**config.mk**
```make
export PLATFORM = sky130hd
export DESIGN_NAME = tanh_in_quant_4bit
export DESIGN_NICKNAME = d
export VERILOG_FILES = /design/src/rtl/tanh_act_pkg.sv /design/src/rtl/act_pipe_reg.sv /design/src/rtl/tanh_in_quant_4bit.sv
export SDC_FILE = /design/constraint.sdc
export NUM_CORES = 1
export LEC_CHECK = 0
export ABC_AREA = 0
export CAP_MARGIN = 20
export CORE_MARGIN = 5
export CORE_UTILIZATION = 40
export CTS_CLUSTER_DIAMETER = 60
export DETAILED_ROUTE_END_ITERATION = 8
export MAX_ROUTING_LAYER = met4
export RECOVER_POWER = 100
export SLEW_MARGIN = 20
export SYNTH_ARGS = -nofsm -noshare
export SYNTH_HDL_FRONTEND = slang
export SYNTH_HIERARCHICAL = 1
export SYNTH_SLANG_ARGS = --single-unit
```
**constraint.sdc**
```tcl
create_clock -name clk -period 5.53 [get_ports clk]
set_input_delay 1.106 -clock clk [delete_from_list [all_inputs] [get_ports clk]]
set_output_delay 1.106 -clock clk [all_outputs]
set_load 0.02 [all_outputs]
```
**src/rtl/tanh_act_pkg.sv**
```systemverilog
// Shared types and constants for the 4-bit approximate tanh datapath:
// Q2.2 magnitude code plus sign/saturation side-band.
package tanh_act_pkg;

  localparam int          CODE_W    = 4;
  localparam logic [3:0]  CODE_MAX  = 4'd15;
  localparam int          CODE_FRAC = 2;

  typedef logic [CODE_W-1:0] code_t;

  typedef struct packed {
    code_t code;
    logic  sign;
    logic  sat;
  } act_code_t;

  // Clamp a wide unsigned rounded magnitude to the code range.
  function automatic code_t sat_code(input logic [32:0] r);
    if (r > 33'(CODE_MAX)) begin
      sat_code = CODE_MAX;
    end else begin
      sat_code = r[CODE_W-1:0];
    end
  endfunction

endpackage

```
**src/rtl/act_pipe_reg.sv**
```systemverilog
// Single valid/ready register slice; payload and valid are registered,
// ready is passed back combinationally so a full slice can still stream.
module act_pipe_reg #(
  parameter int W = 8
) (
  input  logic         clk,
  input  logic         rst_n,
  input  logic         in_valid,
  output logic         in_ready,
  input  logic [W-1:0] in_data,
  output logic         out_valid,
  input  logic         out_ready,
  output logic [W-1:0] out_data
);

  logic         valid_q;
  logic         valid_d;
  logic [W-1:0] data_q;
  logic [W-1:0] data_d;
  logic         load;

  assign in_ready  = ~valid_q | out_ready;
  assign load      = in_valid & in_ready;
  assign out_valid = valid_q;
  assign out_data  = data_q;

  // Next-state: load a new word, drain on downstream accept, otherwise hold.
  always_comb begin
    valid_d = valid_q;
    data_d  = data_q;
    if (load) begin
      valid_d = 1'b1;
      data_d  = in_data;
    end else if (out_ready) begin
      valid_d = 1'b0;
    end else begin
      valid_d = valid_q;
    end
  end

  // State registers.
  always_ff @(posedge clk or negedge rst_n) begin
    if (!rst_n) begin
      valid_q <= 1'b0;
      data_q  <= '0;
    end else begin
      valid_q <= valid_d;
      data_q  <= data_d;
    end
  end

endmodule

```
**src/rtl/tanh_in_quant_4bit.sv**
```systemverilog
// Accumulator-to-Q2.2 quantiser feeding the 4-bit tanh block (2-stage pipe).
// Optional saturation counter enabled by macro TANH_IN_QUANT_SATCNT_EN.
module tanh_in_quant_4bit
  import tanh_act_pkg::*;
#(
  parameter int ACC_W = 16,
  parameter int SHIFT = 6
) (
  input  logic             clk,
  input  logic             rst_n,
  input  logic             s_valid,
  output logic             s_ready,
  input  logic [ACC_W-1:0] s_acc,
  output logic             m_valid,
  input  logic             m_ready,
  output logic [3:0]       m_code,
  output logic             m_sign,
  output logic             m_sat
`ifdef TANH_IN_QUANT_SATCNT_EN
  ,
  output logic [15:0]      sat_cnt,
  input  logic             sat_cnt_clr
`endif
);

  localparam int S1_W   = ACC_W + 2;
  localparam int RND_SH = (SHIFT > 0) ? SHIFT - 1 : 0;
  localparam logic [ACC_W:0] RND =
    (SHIFT > 0) ? ({{ACC_W{1'b0}}, 1'b1} << RND_SH) : {(ACC_W+1){1'b0}};

  logic [ACC_W:0]   acc_ext;
  logic [ACC_W:0]   mag_in;
  logic [S1_W-1:0]  s1_in;
  logic [S1_W-1:0]  s1_out;
  logic             s1_valid;
  logic             s2_ready;
  logic [ACC_W:0]   rnd_sum;
  logic [ACC_W:0]   r_val;
  act_code_t        s2_in;
  act_code_t        s2_out;

  // Sign/magnitude split; one extra bit so the most negative input stays positive.
  always_comb begin
    acc_ext = {s_acc[ACC_W-1], s_acc};
    if (s_acc[ACC_W-1]) begin
      mag_in = ~acc_ext + {{ACC_W{1'b0}}, 1'b1};
    end else begin
      mag_in = acc_ext;
    end
    s1_in = {s_acc[ACC_W-1], mag_in};
  end

  act_pipe_reg #(.W(S1_W)) u_s1 (
    .clk       (clk),
    .rst_n     (rst_n),
    .in_valid  (s_valid),
    .in_ready  (s_ready),
    .in_data   (s1_in),
    .out_valid (s1_valid),
    .out_ready (s2_ready),
    .out_data  (s1_out)
  );

  // Round half away from zero on the magnitude, then clamp to the code range.
  always_comb begin
    rnd_sum    = s1_out[ACC_W:0] + RND;
    r_val      = rnd_sum >> SHIFT;
    s2_in.sat  = (r_val > (ACC_W+1)'(CODE_MAX));
    s2_in.code = sat_code(33'(r_val));
    s2_in.sign = s1_out[S1_W-1] & (s2_in.code != 4'd0);
  end

  act_pipe_reg #(.W($bits(act_code_t))) u_s2 (
    .clk       (clk),
    .rst_n     (rst_n),
    .in_valid  (s1_valid),
    .in_ready  (s2_ready),
    .in_data   (s2_in),
    .out_valid (m_valid),
    .out_ready (m_ready),
    .out_data  (s2_out)
  );

  assign m_code = s2_out.code;
  assign m_sign = s2_out.sign;
  assign m_sat  = s2_out.sat;

`ifdef TANH_IN_QUANT_SATCNT_EN
  logic [15:0] sat_cnt_q;
  logic [15:0] sat_cnt_d;

  // Count clipped words leaving the stage; clear has priority, sticks at max.
  always_comb begin
    sat_cnt_d = sat_cnt_q;
    if (sat_cnt_clr) begin
      sat_cnt_d = 16'd0;
    end else if (m_valid & m_ready & m_sat & (sat_cnt_q != 16'hFFFF)) begin
      sat_cnt_d = sat_cnt_q + 16'd1;
    end else begin
      sat_cnt_d = sat_cnt_q;
    end
  end

  // Counter register.
  always_ff @(posedge clk or negedge rst_n) begin
    if (!rst_n) begin
      sat_cnt_q <= 16'd0;
    end else begin
      sat_cnt_q <= sat_cnt_d;
    end
  end

  assign sat_cnt = sat_cnt_q;
`endif

endmodule

```
==> flow_summary.yaml <==
timing:
  max_slew.worst_pin.slew_ns: 1.25
  final_hold_viol_count: 0
  setup_viol: 0
  fin_skew_ns: 0.00317
  rsz0062_at_grt: "no"
  tns_ns: 0
  fmax_mhz: 262
  relSlewSlack_pct: 14.3
  slew_viol_final: 0
  fin_crit_sh_pct: 69.0
  fin_crit_ns: 3.82
clocking:
  clk_pin_slew_ns: 0.11
  cts_tree: "built"
  cts_buffers: 3
  cts_hold_buf: 0
  ctsRootBufferMaster: "clkbuf_4"
  clk_latency_ns: 0.30
  cts_sinks: 21
  cts_resized: 0
  cts_max_level: 1
  post-cts-setup-buffers: 0
  clk_path_buf_depth: 2
grt:
  grt_pass1_wl_um: 4370
  grt_max_degree: 22
  antenna_found_initial: 0
  overflow: 0
  grt_pass1_vias: 1064
  track_usage_pct: 12.9
yosys:
  syn-cell-area_um2: 1340
  synth_nets: 138
  syn_avg_cell_area_um2: 11.5
  netlist_instances: 116
  synth_warnings: 6
status:
  outcome: "finished, final reports clean"
drt:
  wl_met2_um: 1160
  vias: 960
  firstDrtPassIters: 3
  wire_per_inst_um: 12.3
  viasPerCell: 5.03
  top_layer: "met4"
  wl_met3_um: 89
  wl_met1_um: 1070
  drcViolationCount: 0
  ant_nets: 0
  drtIter0Drc: 10
  routed_wl_um: 2360
place:
  place_congestion: 0.782
  port_buffers: 27
  dp_hpwl_um: 1980
critical_path:
  critical_path_buf_inv_count: 2
  cp-startpoint: "m_ready"
  r2r-end: "u_s2/out_data[1]"
  cpPeakStageDelay_ns: 0.66
  critical_path.top_delay_family: "buffers and inverters"
  crit_chain: "dlygate4sd3_1, nand2b_1, nand2b_1, dlygate4sd3_1"
  ff2ff_path_depth: 6
  endpoint_kind: "output pin"
  reg2reg_setup_slack_ns: 2.74
  r2r-start: "u_s1/out_data[5]"
  cp.required_ns: 4.42
  path_max_fanout: 3
  worstSetupPathType: "input pin to output pin"
  crit_arrival_ns: 2.71
  critPathSlowestCell: "dlygate4sd3_1"
  startpoint_type: "input pin"
cells_and_area:
  fin_nets: 168
  drive_above_1_share_pct: 10.3
  antenna_cells: 0
  areaGrowthSynthToFinish_pct: 19.2
die:
  die-area_um2: 4600
  initial_core_util_pct: 40.8
  io_pins: 28
  fp.dieW_um: 67.9
  core_area_um2: 3280
  row_count: 21
  dieHeight_um: 67.9
pwr:
  vdd_ir_drop_max_v: 0.0000668
  power.total_mw: 0.371
  cellPowerDensity_nw_per_um2: 233
  cellLeakagePower_nw: 0.571
run:
  cap_viol_max_count: 0
worst_hold_path:
  hp-class: "register to register"
  hold_path_end: "u_s2/out_data[4]"
  hold_start: "u_s2/out_data[4]"
  whs_path_depth: 1
[worst max-delay path by stage]
stage / endpoint / slack (ns) / cells after the start
floorplan: s_ready / 3.00 / 2
global placement: s_ready / 1.98 / 4
detailed placement: s_ready / 1.95 / 4
CTS: s_ready / 1.94 / 4
global route: s_ready / 1.64 / 4
finish: s_ready / 1.71 / 4
[stage by stage]
step	worst slack [ns]	instance area (um^2)	hold WS [ns]	instances	util [%]
after floorplan	3.00	1340	0.502	116	-
after global placement	1.98	1650	0.495	187	50.3
after detailed placement	1.95	1650	0.501	187	50.3
after CTS	1.94	1680	0.527	191	51.1
after global routing	1.64	1600	0.530	191	48.6
final	1.71	1600	0.501	191	48.6
[cells in the final DEF, fill, tap and decap left out, drive strengths merged, types with 2 or more instances in the layout]
cell	instances
nand2b	4
nand2	10
xnor2	10
dfrtp	21
nand3	4
or3	2
nor4	3
o31ai	4
o41ai	2
clkbuf	4
o21ai	5
nor2	4
inv	4
xor2	2
nor3	3
ha	2
clkdlybuf4s50	16
mux2	19
dlygate4sd3	11
[routing by layer]
layer / global-route usage (%) / vias up
li1: - / 477
met1: 13.9 / 446
met2: 23.0 / 33
met3: 1.64 / 4
met4: 6.70 / 0
met5: - / -
[registers in the layout, summed over array words and instances (netlist names)]
| name | count |
|---|---|
| u_s2/out_valid | 1 |
| u_s1/out_valid | 1 |
| u_s2/out_data | 6 |
| u_s1/out_data | 13 |
[worst reg2reg max path: stages (launching register included)]
cell       delay, ns
dfrtp_1         0.44
ha_1            0.22
and2_0          0.22
nand3b_1        0.18
a2111oi_0       1.09
o211ai_1        0.20
mux2_1          0.33
[cell type report]
cell class / instances / area [um^2]
multi-input cells: 89 / 701
clock buffers: 4 / 26.3
inverters: 4 / 15.0
fillers: 349 / 1690
flip-flops and latches: 21 / 526
well taps: 46 / 57.6
repair buffers: 27 / 270
[power breakdown]
| part | internal (mW) | total (mW) | switching [mW] |
|---|---|---|---|
| clock | 0.0281 | 0.0720 | 0.0439 |
| sequential | 0.175 | 0.197 | 0.0226 |
| combinational | 0.0563 | 0.102 | 0.0458 |
Note: power is estimated with default switching activity, not from simulation.
